===== src/rtl/uart_tx_serial.sv =====
`timescale 1ns/1ps
// uart_tx_serial: transmit half of the CPU serial port.
// Bytes written by the IO stage are buffered in a small circular FIFO and
// sent as 8N1 frames (start, 8 data bits LSB first, stop) on a registered txd.
module uart_tx_serial #(
    parameter int CLK_FREQ   = 50000000,
    parameter int BAUD       = 115200,
    parameter int FIFO_DEPTH = 4
) (
    input  logic       clk,
    input  logic       rst,
    input  logic       wr_en,
    input  logic [7:0] wr_data,
    output logic       tx_full,
    output logic       tx_idle,
    output logic       overflow,
    output logic       txd
);
    // One bit period is DIV clocks; very low ratios are clamped so the
    // down-counter always has at least two states.
    localparam int DIV_RAW = CLK_FREQ / BAUD;
    localparam int DIV     = (DIV_RAW < 2) ? 2 : DIV_RAW;
    localparam int BW      = $clog2(DIV);
    localparam int PW      = $clog2(FIFO_DEPTH);
    localparam int CW      = PW + 1;

    localparam logic [BW-1:0] BAUD_LOAD = BW'(DIV - 1);
    localparam logic [CW-1:0] FULL_CNT  = CW'(FIFO_DEPTH);

    typedef enum logic [1:0] {
        IDLE,
        START,
        DATA,
        STOP
    } state_t;

    state_t        state_q, state_d;
    logic [BW-1:0] baud_q, baud_d;
    logic [2:0]    bit_q, bit_d;
    logic [7:0]    shift_q, shift_d;
    logic [PW-1:0] wr_ptr_q, wr_ptr_d;
    logic [PW-1:0] rd_ptr_q, rd_ptr_d;
    logic [CW-1:0] count_q, count_d;
    logic          txd_q, txd_d;
    logic          tx_full_q, tx_full_d;
    logic          tx_idle_q, tx_idle_d;
    logic          overflow_q, overflow_d;
    logic [7:0]    mem_q [FIFO_DEPTH];

    logic          wr_acc;
    logic          pop;
    logic          fifo_nonempty;

    // Fullness is the registered flag, i.e. judged before any pop this cycle.
    assign wr_acc        = wr_en && !tx_full_q;
    assign fifo_nonempty = (count_q != '0);

    // Next-state logic of the serialiser: frame sequencing, bit timing, pops.
    always_comb begin
        state_d = state_q;
        baud_d  = baud_q;
        bit_d   = bit_q;
        shift_d = shift_q;
        pop     = 1'b0;
        txd_d   = 1'b1;
        unique case (state_q)
            IDLE: begin
                txd_d = 1'b1;
                if (fifo_nonempty) begin
                    pop     = 1'b1;
                    shift_d = mem_q[rd_ptr_q];
                    baud_d  = BAUD_LOAD;
                    state_d = START;
                end
            end
            START: begin
                txd_d = 1'b0;
                if (baud_q == '0) begin
                    baud_d  = BAUD_LOAD;
                    bit_d   = 3'd0;
                    state_d = DATA;
                end else begin
                    baud_d = baud_q - BW'(1);
                end
            end
            DATA: begin
                txd_d = shift_q[0];
                if (baud_q == '0) begin
                    baud_d  = BAUD_LOAD;
                    shift_d = {1'b0, shift_q[7:1]};
                    bit_d   = bit_q + 3'd1;
                    if (bit_q == 3'd7) begin
                        state_d = STOP;
                    end
                end else begin
                    baud_d = baud_q - BW'(1);
                end
            end
            STOP: begin
                txd_d = 1'b1;
                if (baud_q == '0) begin
                    // Chain straight into the next start bit when more data waits.
                    if (fifo_nonempty) begin
                        pop     = 1'b1;
                        shift_d = mem_q[rd_ptr_q];
                        baud_d  = BAUD_LOAD;
                        state_d = START;
                    end else begin
                        state_d = IDLE;
                    end
                end else begin
                    baud_d = baud_q - BW'(1);
                end
            end
            default: begin
                state_d = IDLE;
            end
        endcase
    end

    // FIFO bookkeeping and the registered status flags derived from next state.
    always_comb begin
        wr_ptr_d = wr_ptr_q;
        rd_ptr_d = rd_ptr_q;
        if (wr_acc) begin
            wr_ptr_d = wr_ptr_q + PW'(1);
        end
        if (pop) begin
            rd_ptr_d = rd_ptr_q + PW'(1);
        end
        count_d    = count_q + CW'(wr_acc) - CW'(pop);
        overflow_d = overflow_q | (wr_en & tx_full_q);
        tx_full_d  = (count_d == FULL_CNT);
        tx_idle_d  = (count_d == '0) && (state_d == IDLE);
    end

    // Control state with asynchronous reset; reset also forces the line high.
    always_ff @(posedge clk or posedge rst) begin
        if (rst) begin
            state_q    <= IDLE;
            baud_q     <= '0;
            bit_q      <= '0;
            wr_ptr_q   <= '0;
            rd_ptr_q   <= '0;
            count_q    <= '0;
            txd_q      <= 1'b1;
            tx_full_q  <= 1'b0;
            tx_idle_q  <= 1'b1;
            overflow_q <= 1'b0;
        end else begin
            state_q    <= state_d;
            baud_q     <= baud_d;
            bit_q      <= bit_d;
            wr_ptr_q   <= wr_ptr_d;
            rd_ptr_q   <= rd_ptr_d;
            count_q    <= count_d;
            txd_q      <= txd_d;
            tx_full_q  <= tx_full_d;
            tx_idle_q  <= tx_idle_d;
            overflow_q <= overflow_d;
        end
    end

    // Datapath storage: FIFO entries and the shift register need no reset.
    always_ff @(posedge clk) begin
        shift_q <= shift_d;
        if (wr_acc) begin
            mem_q[wr_ptr_q] <= wr_data;
        end
    end

    assign txd      = txd_q;
    assign tx_full  = tx_full_q;
    assign tx_idle  = tx_idle_q;
    assign overflow = overflow_q;

endmodule


===== config.mk =====
export PLATFORM = sky130hd
export DESIGN_NAME = uart_tx_serial
export DESIGN_NICKNAME = d
export VERILOG_FILES = /design/src/rtl/uart_tx_serial.sv
export SDC_FILE = /design/constraint.sdc
export NUM_CORES = 1
export LEC_CHECK = 0
export CELL_PAD_IN_SITES_DETAIL_PLACEMENT = 0
export CELL_PAD_IN_SITES_GLOBAL_PLACEMENT = 1
export CORE_MARGIN = 10
export CORE_UTILIZATION = 45
export DETAILED_ROUTE_END_ITERATION = 7
export PLACE_DENSITY = 0.71
export SYNTH_ARGS = -nofsm -noshare
export SYNTH_HDL_FRONTEND = slang
export SYNTH_SLANG_ARGS = --single-unit

===== constraint.sdc =====
create_clock -name clk -period 2.9 [get_ports clk]
set_input_delay 0.29 -clock clk [delete_from_list [all_inputs] [get_ports clk]]
set_output_delay 0.29 -clock clk [all_outputs]
set_load 0.01 [all_outputs]

### Word-level counts from Yosys, hierarchy flattened

Memories as Yosys holds them, arrays and structs flattened.
Index checks and enable logic that the tools add are counted.

* bits in registers: 33
* input bits: 11
* RAM bits: 32
* logic and storage cells: 66
* memories kept: 1

Memory list
* mem_q: depth 4, width 8, rd ports 1, clocked after Yosys merged registers in 0, write ports 1, RTL line 48 `logic [7:0] mem_q [FIFO_DEPTH];`

* equal/unequal tests: 8
* bitwise gates (word level): 2
* add/sub/neg operators: 6
* reductions and logical operators: 14
* muxes and demuxes: 24

Operator list (number)
* 2-to-1 mux 9 bit: 3
* case mux 9 bit (3 select lines): 1
* 2-to-1 mux 8 bit: 3
* case mux 8 bit (3 select lines): 1
* 2-to-1 mux 2 bit: 5
* zero test 9 bit: 1
* subtractor 9 x 1 -> 9 bit (second input constant): 1
* case mux 2 bit (4 select lines): 1
* equality test 3 bit (second input constant): 2
* 2-to-1 mux 3 bit: 2
* != test 2 bit (second input constant): 3
* case mux 3 bit (2 select lines): 1
* AND reduction 3 bit: 2
* nonzero test 3 bit: 2
* 2-to-1 mux 1 bit: 5
* adder 2 x 1 -> 2 bit (second input constant): 2
* equality test 2 bit (second input constant): 2
* zero test 2 bit: 2
* OR reduction 2 bit: 2
* adder 3 x 1 -> 3 bit: 1
* adder 3 x 1 -> 3 bit (second input constant): 1
* zero test 3 bit: 1
* case mux 1 bit (3 select lines): 1
* subtractor 3 x 1 -> 3 bit: 1
* 7 further kinds: 8

### Longest topological paths before layout

* depth after elaboration: 7
* gate-level depth with buffers: 14

### Worst setup path after synthesis

Ideal clock, no wire load.

* path kind: register to register
* start: register baud_q[0]
* end: register tx_idle_q, in the netlist tx_idle
* required time: 2.804 ns
* clock period less this slack: 2.983 ns
* setup slack: -0.083 ns
* setup time: 0.096 ns
* cell stages (with the launch flop): 15
* arrival: 2.887 ns
* cell sequence: dfrtp_1 inv_1 ha_1 nor4b_2 a31oi_1 nor3_1 ha_1 inv_1 ha_1 inv_1 fa_1 xnor2_1 xnor2_1 nor3_1 nor4bb_1

* longest elaborated chain between the ends: 6

Ends and longest elaborated chain
* start, declared: RTL line 38 `logic [BW-1:0] baud_q, baud_d;`
* start signal, assigned: RTL line 152 `baud_q <= baud_d;`
* zero test 9 bit: RTL line 101 `if (baud_q == '0) begin`
* 2-to-1 mux 1 bit: RTL line 101
* case mux 1 bit (2 select lines): RTL line 66 `unique case (state_q)`
* net pop: RTL line 51 `logic pop;`
* subtractor 3 x 1 -> 3 bit: RTL line 131 `count_d = count_q + CW'(wr_acc) - CW'(pop);`
* net count_d[2]: RTL line 43 `logic [CW-1:0] count_q, count_d;`
* zero test 3 bit: RTL line 134 `tx_idle_d = (count_d == '0) && (state_d == IDLE);`
* logical AND 1 bit: RTL line 134
* net tx_idle_d: RTL line 46 `logic tx_idle_q, tx_idle_d;`
* end signal, assigned: RTL line 159 `tx_idle_q <= tx_idle_d;`
* end, declared: RTL line 46

The timed path passes the listed nets, and every way through them passes these cells.
A chain may end at the register's enable or synchronous reset.

### Worst setup path in the final report

* start: register baud_q[1]
* end: register tx_idle_q, in the netlist tx_idle

The elaborated chain is that of the path after synthesis.

==> results by group <==
CTS
  – Total CTS buffers: 9
  – Clock buffer depth: 2
  – Clock Tree Root: clkbuf_8
  – Post-cts hold buffer count: 0
  – TritonCTS clock tree: done
  – Clock sink count: 65
  – Clock transition at path regs: 80 ps
  – H-Tree Depth: 3
  – Worst-skew pair later-pin latency: 350 ps

Detailed routing
  – WL/cell: 16.9 um
  – Total wire length: 5.61 mm
  – DR iter-0 viols: 66
  – Via Count: 1866
  – Vias/cell: 5.60
  – Routed Antenna Nets: 0
  – DRC Markers: 0
  – 1st-pass router iterations: 5

Global routing
  – GRT overflow: 0
  – Largest net degree at the start of global routing: 26
  – Vias in the first global route: 1846
  – First-pass GRT wire length: 9.11 mm
  – Initial antenna violation count: 0
  – GRT Resource Usage Total: 11.4%

STA
  – Rel. slew slack: 35.6%
  – Min Hold Slack: 456 ps
  – Final hold vios: 0
  – Clock skew: 8.13 ps
  – Final Max Tran Viols: 0
  – Tcrit/Tclk final: 98.9%
  – Unrepaired setup endpoints after global routing: true
  – Setup TNS: 0 ps
  – Maximum clock rate: 349 MHz
  – Final min period: 2870 ps
  – Worst-margin pin slew: 965 ps
  – Final setup vio count: 0
  – Worst setup margin: 32.4 ps

Placed design
  – Dpl ws: 14.7 ps
  – Routability congestion estimate: 0.783
  – Dpl hpwl: 3.85 mm
  – Placed Cells incl. Taps: 316
  – IO Port Bufs: 14

Die
  – Initial Utilization: 46.9%
  – FP Rows: 29
  – Core area: 0.00646 mm2
  – Die ar.: 0.0104 mm2
  – Die width: 102 um
  – Die height: 102 um
  – I/O pin cnt: 15

Finish
  – Non-Filler Instances: 333
  – Total area of sequential cells: 0.00183 mm2
  – # fillers: 549
  – Multi-input gate area: 0.00119 mm2
  – N_diodes: 0
  – Nets: 279
  – Area Growth Syn to Fin: 19.5%
  – Share of post-route cells with drive strength above 1: 24.6%

Setup path
  – Critical Path AT: 3130 ps
  – FF-to-FF path depth: 14
  – Crit path max fanout: 3
  – CP Launch Type: register
  – Crit. End Element: register
  – Worst endpoint required time: 3160 ps
  – CP Class: reg -> reg

Yosys
  – Most common flop cell mapped by yosys: edfxtp_1
  – Mean Syn Cell Area: 13.8 um2
  – Synth top area cells: edfxtp_1 (40%), dfrtp_1 (19%), ha_1 (6.6%)
  – Async S/R FF share, synth: 38.5%
  – Syn_nets: 248
  – Synth Instances: 220
  – Seq/Total Area, Yosys: 60.4%
  – Area leader, netlist: edfxtp_1
  – Post-synth EDFFs: 40
  – Top-count cell post-synth: edfxtp_1
  – Synth cell count leaders: edfxtp_1 (40), dfrtp_1 (23), ha_1 (16)
  – Top-area cell type share of the netlist area: 39.7%
  – Synthesized flop and latch total: 65
  – Yosys warns: 0
  – Count of cell types in the netlist: 49
  – Synthesized area: 0.00303 mm2

Min path
  – Worst min path class: in -> async

Power
  – Leak: 0.00140 uW
  – Pwr per Cell Area: 1170 mW/mm2
  – VDD IR max: 0.569 mV

Run status
  – Status: finished, final reports clean

Job
  – Max_cap viols: 0
==> metal layers <==
metal  wire, um  track usage, %  up-vias
li1           -               -      900
met1       2760            14.9      918
met2       2530            16.7       39
met3        246            4.45        9
met4         82            4.45        0
met5          0               0        -
==> logic make-up (layout without fill, tap and decap cells) <==
| logic type | Yosys count | after routing | share of synthesized area [%] |
|---|---|---|---|
| flip-flops | 65 | 65 | 60.4 |
| AO/OA/AOI/OAI | 54 | 54 | 12.1 |
| AND/OR/NAND/NOR | 50 | 50 | 9.87 |
| buffers and inverters | 21 | 57 | 2.93 |
| adder cells (fa/ha/maj) | 17 | 17 | 7.27 |
| multiplexers | 8 | 8 | 5.95 |
| XOR/XNOR | 5 | 5 | 1.45 |
==> layout by cell type, fill, tap and decap left out, types with 2 or more instances in the layout <==
master / Yosys / final
nand2b_1: 4 / 4
and2_1: 4 / 4
a22o_1: 7 / 7
a21oi_1: 9 / 9
nor3_2: 0 / 2
clkdlybuf4s50_1: 0 / 14
ha_1: 16 / 15
buf_4: 0 / 15
dfstp_2: 2 / 2
a21o_1: 2 / 2
or2_2: 2 / 2
o31ai_1: 2 / 2
xor2_1: 2 / 2
inv_2: 0 / 2
mux4_2: 8 / 8
nor2_1: 10 / 10
a31oi_1: 6 / 5
xnor2_2: 0 / 2
o21ai_0: 14 / 14
inv_6: 0 / 3
o21a_1: 2 / 2
edfxtp_1: 40 / 40
nor3b_1: 3 / 2
nor3_1: 6 / 4
dfrtp_1: 23 / 23
or4_1: 3 / 3
a32o_1: 2 / 2
clkinv_4: 0 / 2
clkbuf_8: 0 / 9
inv_1: 12 / 10
nand2_1: 8 / 8
==> stage by stage <==
step,instance area [um2],util [%],power [uW]
finish,3620,56.0,4220
CTS,3560,55.1,4140
global placement,3340,51.8,3290
floorplan,3050,-,2790
detailed placement,3340,51.8,3310
global route,3620,56.0,4540
==> sequential cells by signal, indices dropped and copies added (netlist names), 2 cells and up <==
| register | cells |
|---|---|
| mem_q | 32 |
| bit_q | 3 |
| wr_ptr_q | 2 |
| baud_q | 9 |
| shift_q | 8 |
| count_q | 3 |
| rd_ptr_q | 2 |
| state_q | 2 |
==> critical path: stages, from the launching register on <==
cell and delay (ps):
dfrtp_1 410, inv_2 90, ha_4 130, nor4b_4 220, a31oi_2 150, nor3_2 250
ha_1 260, inv_1 50, ha_1 120, inv_1 40, fa_2 340, xnor2_2 150
xnor2_2 150, nor3_2 170, nor4bb_2 220
==> report_power, final <==
part	internal, uW	switching, uW	total (uW)
sequential	1360	242	1600
clock	415	400	815
combinational	889	916	1800
total	2670	1560	4220
==> cell type report <==
| type | count | area share (%) |
|---|---|---|
| multi-input cells | 134 | 32.8 |
| repair buffers | 29 | 6.98 |
| clock inverters | 7 | 2.35 |
| clock buffers | 9 | 3.42 |
| flip-flops and latches | 65 | 50.6 |
| well taps | 77 | 2.66 |
| inverters | 12 | 1.24 |
==> repair_timing <==
item                                    4_1_cts  5_1_grt
gates resized for setup                       1       11
buffers inserted                              0        1
pin swaps                                     0        4
endpoints found under the setup margin        1        2
==> path summary, 6_finish.rpt <==
check	startpoint	slack, ps	to
hold / removal	rst	460	overflow
setup reg to reg	baud_q[1]	30	tx_idle
max in group asynchronous	rst	1850	bit_q[2]
min in group clk	overflow	470	overflow
setup / recovery	baud_q[1]	30	tx_idle
hold reg to reg	overflow	470	overflow
(Power assumes the default switching activity.)
